File: config.mk
export PLATFORM = sky130hd
export DESIGN_NAME = dpram_arbiter
export DESIGN_NICKNAME = d
export VERILOG_FILES = /design/src/rtl/dpram_arbiter.sv
export SDC_FILE = /design/constraint.sdc
export NUM_CORES = 1
export LEC_CHECK = 0
export BUFFER_PORTS_ARGS = -buffer_cell sky130_fd_sc_hd__buf_2
export CELL_PAD_IN_SITES_DETAIL_PLACEMENT = 0
export CELL_PAD_IN_SITES_GLOBAL_PLACEMENT = 1
export CORE_MARGIN = 2
export CORE_UTILIZATION = 37
export CTS_CLUSTER_DIAMETER = 80
export DETAILED_ROUTE_END_ITERATION = 7
export PLACE_DENSITY = 0.86
export SYNTH_ARGS = -nofsm -noshare
export SYNTH_HDL_FRONTEND = slang
export SYNTH_SLANG_ARGS = --single-unit
File: constraint.sdc
create_clock -name clk -period 3 [get_ports clk]
set_input_delay 0.3 -clock clk [delete_from_list [all_inputs] [get_ports clk]]
set_output_delay 0.3 -clock clk [all_outputs]
set_load 0.02 [all_outputs]
File: src/rtl/dpram_arbiter.sv
// rtl/dpram_arbiter.sv - two-requester (J1 CPU / acquisition) arbiter for a single-port RAM
// Four-cycle access FSM with alternating priority on contention.
module dpram_arbiter #(
  parameter int ADDR_W = 8,
  parameter int DATA_W = 16
) (
  input  logic              clk,
  input  logic              rst,
  input  logic              cpu_cs,
  input  logic              cpu_rd,
  input  logic              cpu_wr,
  input  logic [ADDR_W-1:0] cpu_addr,
  input  logic [DATA_W-1:0] cpu_din,
  output logic [DATA_W-1:0] cpu_dout,
  output logic              cpu_ack,
  input  logic              acq_req,
  input  logic              acq_wr,
  input  logic [ADDR_W-1:0] acq_addr,
  input  logic [DATA_W-1:0] acq_din,
  output logic [DATA_W-1:0] acq_dout,
  output logic              acq_ack,
  output logic [ADDR_W-1:0] ram_addr,
  output logic [DATA_W-1:0] ram_din,
  output logic              ram_rd,
  output logic              ram_wr,
  input  logic [DATA_W-1:0] ram_dout,
  output logic              busy
);

  typedef enum logic [1:0] {IDLE, ACCESS, CAPTURE, ACK} state_t;
  localparam logic OWN_CPU = 1'b0;
  localparam logic OWN_ACQ = 1'b1;

  state_t            state_q, state_d;
  logic              last_gnt_q, last_gnt_d;
  logic              own_q, own_d;
  logic              wr_q, wr_d;
  logic [ADDR_W-1:0] addr_q, addr_d;
  logic [DATA_W-1:0] din_q, din_d;
  logic [DATA_W-1:0] cpu_dout_q, cpu_dout_d;
  logic [DATA_W-1:0] acq_dout_q, acq_dout_d;

  logic cpu_req;
  logic pick_cpu;

  assign cpu_req = cpu_cs && (cpu_rd || cpu_wr);
  // On a tie the requester that was not served last wins.
  assign pick_cpu = cpu_req && (!acq_req || (last_gnt_q == OWN_ACQ));

  always_comb begin
    state_d    = state_q;
    last_gnt_d = last_gnt_q;
    own_d      = own_q;
    wr_d       = wr_q;
    addr_d     = addr_q;
    din_d      = din_q;
    cpu_dout_d = cpu_dout_q;
    acq_dout_d = acq_dout_q;
    case (state_q)
      IDLE: begin
        if (cpu_req || acq_req) begin
          state_d    = ACCESS;
          own_d      = pick_cpu ? OWN_CPU : OWN_ACQ;
          last_gnt_d = pick_cpu ? OWN_CPU : OWN_ACQ;
          addr_d     = pick_cpu ? cpu_addr : acq_addr;
          wr_d       = pick_cpu ? cpu_wr : acq_wr;
          din_d      = pick_cpu ? cpu_din : acq_din;
        end
      end
      ACCESS: state_d = CAPTURE;
      CAPTURE: begin
        state_d = ACK;
        if (!wr_q) begin
          if (own_q == OWN_CPU) cpu_dout_d = ram_dout;
          else                  acq_dout_d = ram_dout;
        end
      end
      ACK: state_d = IDLE;
      default: state_d = IDLE;
    endcase
  end

  always_ff @(posedge clk or negedge rst) begin
    if (!rst) begin
      state_q    <= IDLE;
      last_gnt_q <= OWN_ACQ;
      own_q      <= OWN_CPU;
      wr_q       <= 1'b0;
      addr_q     <= '0;
      din_q      <= '0;
      cpu_dout_q <= '0;
      acq_dout_q <= '0;
    end else begin
      state_q    <= state_d;
      last_gnt_q <= last_gnt_d;
      own_q      <= own_d;
      wr_q       <= wr_d;
      addr_q     <= addr_d;
      din_q      <= din_d;
      cpu_dout_q <= cpu_dout_d;
      acq_dout_q <= acq_dout_d;
    end
  end

  assign ram_addr = addr_q;
  assign ram_din  = din_q;
  assign ram_rd   = (state_q == ACCESS) && !wr_q;
  assign ram_wr   = (state_q == ACCESS) && wr_q;
  assign cpu_ack  = (state_q == ACK) && (own_q == OWN_CPU);
  assign acq_ack  = (state_q == ACK) && (own_q == OWN_ACQ);
  assign busy     = (state_q != IDLE);
  assign cpu_dout = cpu_dout_q;
  assign acq_dout = acq_dout_q;

endmodule

After elaboration in Yosys (flattened, before gate mapping)
Index checks and enable logic that the tools add are counted.
- output and inout port bits: 61
- bits in registers: 61
- word-level logic and storage cells: 36
- input port bits: 71
- equal/unequal tests: 4
- bitwise gates (word level): 2
- mux-type cells: 6
- reductions and logical operators: 16
- operators with widths (kind ; number):
    $mux 16 ; 1
    $mux 8 ; 1
    $pmux 2 s4 ; 1
    $logic_and 1x1->1 ; 6
    $reduce_and 3->1 ; 2
    $eq 2x2->1 const B ; 2
    $logic_or 1x1->1 ; 3
    $eq 2x1->1 const B ; 1
    $logic_not 1->1 ; 2
    $logic_not 2->1 ; 1
    $mux 1 ; 2
    $mux 2 ; 1
    $ne 2x2->1 const B ; 1
    $not 1->1 ; 2
    $reduce_and 2->1 ; 1
    $reduce_bool 2->1 ; 1

Longest topological paths before layout
Gate-level depths: netlist of the first run.
- word-level depth: 5
- mapped depth: 8
- depth with buffers taken out: 5

Worst setup path before layout of the first run
No wires, ideal clock.
- kind: register -> register
- start point: register state_q[0]
- end point: register cpu_dout_q[0] (netlist: cpu_dout[0])
- required time: 2.872 ns
- slack: 1.251 ns
- period minus slack after synthesis: 1.749 ns
- data arrival time: 1.621 ns
- buffers on the path: 1
- setup time: 0.128 ns
- stages on the path, launching flop included: 6
- path through: dfrtp_1 inv_1 ha_1 nor3b_2 buf_2 mux2_1
- word-level cells in the longest chain between the ends: 2
- ends and longest elaborated chain (what ; RTL line ; RTL):
    start, declared ; 34 ; state_t state_q, state_d;
    start signal, assigned ; 94 ; state_q <= state_d;
    $eq 2x2->1 ; 59 ; case (state_q)
    $reduce_and 3->1 (no line) ; - ;
    end signal, assigned ; 100 ; cpu_dout_q <= cpu_dout_d;
    end, declared ; 40 ; logic [DATA_W-1:0] cpu_dout_q, cpu_dout_d;
Every way passes these cells.
A chain may end at the register's enable or synchronous reset.

Final worst setup path of the first run
- start point: register state_q[0]
- end point: register acq_dout_q[7] (netlist: acq_dout[7])
- word-level cells in the longest chain between the ends: 2
- ends and longest elaborated chain (what ; RTL line ; RTL):
    $eq 2x2->1 ; 59 ;
    $reduce_and 3->1 (no line) ; - ;
    end signal, assigned ; 101 ; acq_dout_q <= acq_dout_d;
    end, declared ; 41 ; logic [DATA_W-1:0] acq_dout_q, acq_dout_d;
Every way passes these cells.

==> impl_metrics.ini, run 1 <==
[route]
wl_per_cell_um = 15.42
avgViaCountPerCell = 5.059
drc = 0
first_iter_violations = 106
wl_mm = 7.295
routed-wl-met2_mm = 3.359
wl_met1_mm = 3.454
firstDrtPassIters = 4
wl_met3_um = 378
route.antenna.remaining_nets = 0
highest_layer = met4
vias = 2393

[critical_path]
critical_path_arrival_ns = 2.13
cp-startpoint = state_q[0]$_DFFE_PN0P_
regToRegSetupSlack_ns = 1.08
max_stage_delay_ns = 0.58
cp.buffers_inverters = 1
critPathLaunchType = flip-flop
path_depth = 4
worst_path_max_delay_cell = nand3b_1
rr_worst_depth = 4
critPathTopFamily = simple AND/OR/NAND/NOR gates
crit_path_end_kind = flip-flop
crit_required_ns = 3.21
rr_endpoint = acq_dout[7]$_DFFE_PN0P_
r2r_start = state_q[0]$_DFFE_PN0P_
path_class = reg -> reg
path_cells = inv_1 > ha_1 > nand3b_1 > mux2_2
cp-endpoint = acq_dout[7]$_DFFE_PN0P_
critPathMaxFanout = 16

[cts]
post_cts_buffers = 0
cts_tree = done
cts_sinks = 61
cts_resized = 0
clock_path_buffers = 2
htreeDepth = 3
cts.clk_slew.worst_paths_ns = 0.07
cts_buffers = 9
cts-root-buf = clkbuf_8
postCtsHoldBufs = 1
worstSkewPairLatency_ns = 0.33

[pwr]
p_per_area_nw_per_um2 = 1107
irDropWorstVdd_mv = 0.5024
p_leak_nw = 1.716

[synth]
syn-mean-instance-area_um2 = 11.35
syn_inst = 241
synthesis.nets = 316
netlist_area_um2 = 2735
synth-seq-cells = 61
synth-seq-area-share_pct = 55.86
ys_types = 25
yosysWarnings = 0

[finish]
finalNonFillerCells = 473
final_area_um2 = 3662
final_common_cell = buf_2
nNetsFinal = 444
drive_gt1_share_pct = 47.06
regArea_um2 = 1528
diodes = 0
multi_input_comb_area_um2 = 1085
utilization_pct = 50.76
area_growth_pct = 33.90
final_cell_mix = buf_2, dfrtp_1, nand3_1, a21oi_1, a31oi_1
fill_cells = 704

[timing]
hold_viol = 0
layout_setup_ws_ns = 1.083
fin_tns_setup_ns = 0
setup_violations = 0
rsz0062_at_grt = false
period_minus_slack_ns = 1.917
worst_pin_slew_ns = 0.9528
timing.final.max_slew_violations = 0
period_share_pct = 63.89
max_freq_mhz = 521.8
finalClockSkew_ns = 0.005906
slew_headroom_pct = 36.48

[grt]
grt-ovfl-total = 0
grt_max_degree = 39
grt_use_total_pct = 18.21
grt_pass1_wl_mm = 11.81
grt_pass1_vias = 2352
antenna_found_initial = 0

[place]
hpwlAfterDp_mm = 5.161
pre_cts_ws_ns = 1.046
dp_cells = 456
gp_congestion = 0.7070
postPlaceCellArea_um2 = 3452
port_buffers = 131

[floorplanning]
io_pins = 132
die-area_um2 = 8096
start_util_pct = 37.91
die_h_um = 89.98
fp.dieW_um = 89.98
rows = 31
fp.coreArea_um2 = 7214

[hold_path]
min_path_type = in -> reg

[status]
status = finished, final reports clean

[job]
cap_viol_max_count = 0
## synth_stat cells, drive strengths merged
library cell | n | area (um^2)
dfrtp | 60 | 1501
mux2 | 33 | 371.6
nand3 | 26 | 130.1
a21oi | 25 | 125.1
a31oi | 25 | 156.4
o21ai | 25 | 125.1
buf | 12 | 73.81
clkbuf | 9 | 33.78
ha | 4 | 50.05
inv | 4 | 15.01
o21a | 4 | 30.03
and2 | 3 | 21.27
nor2b | 3 | 18.77
or3 | 2 | 12.51
a31o | 1 | 8.760
dfstp | 1 | 26.28
nand2b | 1 | 6.260
nand3b | 1 | 7.510
nor3b | 1 | 12.51
o22a | 1 | 8.760
## worst min path at each step
stage,start,to,depth (start not counted)
CTS,ram_dout[0],cpu_dout[0]$_DFFE_PN0P_,2
floorplan,rst,acq_dout[0]$_DFFE_PN0P_,0
detailed placement,rst,acq_dout[15]$_DFFE_PN0P_,1
global placement,rst,cpu_dout[15]$_DFFE_PN0P_,1
global route,ram_dout[4],cpu_dout[4]$_DFFE_PN0P_,2
finish,ram_dout[0],cpu_dout[0]$_DFFE_PN0P_,2
## registers in the layout, summed over array words and instances (netlist names)
signal      cells
ram_addr        8
own_q           1
last_gnt_q      1
state_q         2
cpu_dout       16
acq_dout       16
ram_din        16
wr_q            1
## layer usage
layer / vias to the layer above / track usage, %
met5: - / 0
met4: 0 / 6.538
met3: 9 / 3.688
met2: 91 / 29.42
met1: 1154 / 24.52
li1: 1139 / -
## where the power goes
group	leakage, nW	switching, mW	internal, mW
Combinational	0.918	1.11	0.719
Clock	0.0943	0.335	0.403
Sequential	0.704	0.239	1.25
## cell families after synthesis
logic type / count (synthesis) / synth area share (%)
mux: 33 / 13.59
simple gates: 37 / 7.640
buf+inv: 25 / 4.482
fa+ha+maj: 4 / 1.830
flops: 61 / 55.86
compound gates: 81 / 16.61
## worst reg2reg max path, delay by kind of cell (launching register included)
kind | cells | cell delay (ns)
adder cells (fa/ha/maj) | 1 | 0.20
flip-flops | 1 | 0.41
multiplexers | 1 | 0.52
buffers and inverters | 1 | 0.09
AND/OR/NAND/NOR | 1 | 0.58
## layout make-up
type,count,area share [%]
clock buffer,10,3.758
clock inverter,6,1.708
inverter,4,0.4100
multi-input combinational,155,29.62
sequential,61,41.72
tap,99,3.382
timing repair buffer,138,19.41
## stage by stage
step           power [mW]  hold slack, ns
2_1_floorplan       2.698        0.004409
3_3_place_gp        3.282          0.3045
3_5_place_dp        3.349          0.3247
4_1_cts             4.084          0.1785
5_1_grt             4.324          0.1856
6_report            4.054          0.1933
Power figures use the tool's default switching activity.
==> run 2: changes to the inputs <==
- CORE_UTILIZATION: 37 -> 34
- PLACE_DENSITY: 0.86 -> 0.8
- clock period: 3 -> 2 ns (I/O delays scaled with it)
==> run 2 against run 1 <==
Setup slack got worse by 0.75 ns. Clock power up 54%. Total power grew 51%. Final cell count is 2.3% higher. Clock-buffer cell count rose by 3. First-iteration DRC count is 18% lower. Largest cell class unchanged.
==> impl_metrics.ini, run 2 (synthesis results as in run 1) <==
[finish]
fill_cells = 740
finalNonFillerCells = 484
drive_gt1_share_pct = 47.91
nNetsFinal = 452
area_growth_pct = 37.10
final_common_cell = buf_2
final_area_um2 = 3750
final_cell_mix = buf_2, dfrtp_1, nand3_1, a21oi_1, a31oi_1
diodes = 0

[floorplanning]
io_pins = 132
start_util_pct = 35.21
die-area_um2 = 8778
fp.dieW_um = 93.69
die_h_um = 93.69
fp.coreArea_um2 = 7767
rows = 32

[critical_path]
critical_path_arrival_ns = 1.88
crit_path_end_kind = flip-flop
cpMostUsedCell = inv_1
max_stage_delay_ns = 0.42
path_class = reg -> reg
path_cells = inv_1 > ha_1 > inv_1 > or3_1 > mux2_1
regToRegSetupSlack_ns = 0.34
critPathLaunchType = flip-flop
path_depth = 5
rr_endpoint = state_q[1]$_DFFE_PN0P_
rr_worst_depth = 5
crit_required_ns = 2.21
cp.buffers_inverters = 2
critPathTopFamily = flip-flops
r2r_start = state_q[0]$_DFFE_PN0P_
worst_path_max_delay_cell = dfrtp_1
critPathMaxFanout = 4

[cts]
clock_path_buffers = 2
cts_sinks = 61
htreeDepth = 3
cts-root-buf = clkbuf_8
postCtsHoldBufs = 1
cts_resized = 0
cts_tree = done
worstSkewPairLatency_ns = 0.33
cts.clk_slew.worst_paths_ns = 0.07
post_cts_buffers = 0
cts_buffers = 9

[job]
cap_viol_max_count = 0

[pwr]
p_per_area_nw_per_um2 = 1635
irDropWorstVdd_mv = 0.4574
total_power_mw = 6.133
p_leak_nw = 1.769

[route]
wl_mm = 7.279
route.antenna.remaining_nets = 0
first_iter_violations = 87
wl_per_cell_um = 15.04
firstDrtPassIters = 4
vias = 2427
avgViaCountPerCell = 5.014
drc = 0

[status]
status = finished, final reports clean

[place]
gp_congestion = 0.7848
hpwlAfterDp_mm = 5.299
postPlaceCellArea_um2 = 3528
port_buffers = 131
dp_cells = 467

[timing]
max_freq_mhz = 601.0
period_minus_slack_ns = 1.664
worst_pin_slew_ns = 0.6232
period_share_pct = 83.20
slew_headroom_pct = 58.37
rsz0062_at_grt = false
fin_tns_setup_ns = 0
setup_violations = 0
timing.final.max_slew_violations = 0
hold_viol = 0
finalClockSkew_ns = 0.006661

[grt]
gr-max-usage-layer = met2
use_met2_pct = 29.58
use_met1_pct = 20.42
use_met3_pct = 4.013
grt_pass1_vias = 2434
grt_pass1_wl_mm = 11.65
grt_use_total_pct = 16.93
antenna_found_initial = 0
grt_max_degree = 31
grt-ovfl-total = 0

[hold_path]
min_path_cells = 2
min_path_type = in -> reg
min_to = cpu_dout[2]$_DFFE_PN0P_
holdCritStartpoint = ram_dout[2]
[run 2: cell count changes in the layout (fill, tap and decap cells not counted)]
cell / before / now
clkbuf_8: 10 / 12
clkbuf_1: 0 / 1
buf_12: 0 / 1
clkinvlp_4: 3 / 1
clkinv_2: 2 / 1
buf_4: 6 / 13
[run 2: how the worst max path moves through the flow]
| stage | slack, ns | from | endpoint |
|---|---|---|---|
| 3_5_place_dp | 0.37 | state_q[0]$_DFFE_PN0P_ | state_q[1]$_DFFE_PN0P_ |
| 2_1_floorplan | 0.25 | state_q[0]$_DFFE_PN0P_ | cpu_dout[0]$_DFFE_PN0P_ |
| 5_1_grt | 0.24 | state_q[0]$_DFFE_PN0P_ | state_q[1]$_DFFE_PN0P_ |
| 6_report | 0.34 | state_q[0]$_DFFE_PN0P_ | state_q[1]$_DFFE_PN0P_ |
| 3_3_place_gp | 0.43 | state_q[0]$_DFFE_PN0P_ | state_q[1]$_DFFE_PN0P_ |
| 4_1_cts | 0.34 | state_q[0]$_DFFE_PN0P_ | state_q[1]$_DFFE_PN0P_ |
[run 2: final cells by class]
type | count | area (um^2) | area share (%)
sequential | 61 | 1528 | 40.74
multi-input combinational | 155 | 1085 | 28.93
timing repair buffer | 146 | 783.3 | 20.89
clock buffer | 13 | 168.9 | 4.505
tap | 102 | 127.6 | 3.403
clock inverter | 3 | 42.54 | 1.134
inverter | 4 | 15.01 | 0.4004
[run 2: per-layer routing]
| layer | wire length (um) | vias to the layer above | share of wire [%] |
|---|---|---|---|
| li1 | - | 1154 | - |
| met1 | 3008 | 1161 | 41 |
| met2 | 3622 | 101 | 50 |
| met3 | 539 | 11 | 7.4 |
| met4 | 108 | 0 | 1.5 |
| met5 | 0 | - | 0 |
[run 2: report_power, final]
group,internal (mW),switching [mW]
combinational,1.11,1.68
sequential,1.87,0.339
clock,0.676,0.459
total,3.66,2.48
[run 2: metrics by stage]
step | worst slack, ns | utilization (%) | hold WS [ns]
3_3_place_gp | 0.4337 | 45.43 | 0.1850
6_report | 0.3361 | 48.28 | 0.1073
3_5_place_dp | 0.3675 | 45.43 | 0.1873
2_1_floorplan | 0.2510 | - | -0.09559
4_1_cts | 0.3380 | 48.28 | 0.09584
5_1_grt | 0.2420 | 48.28 | 0.09821
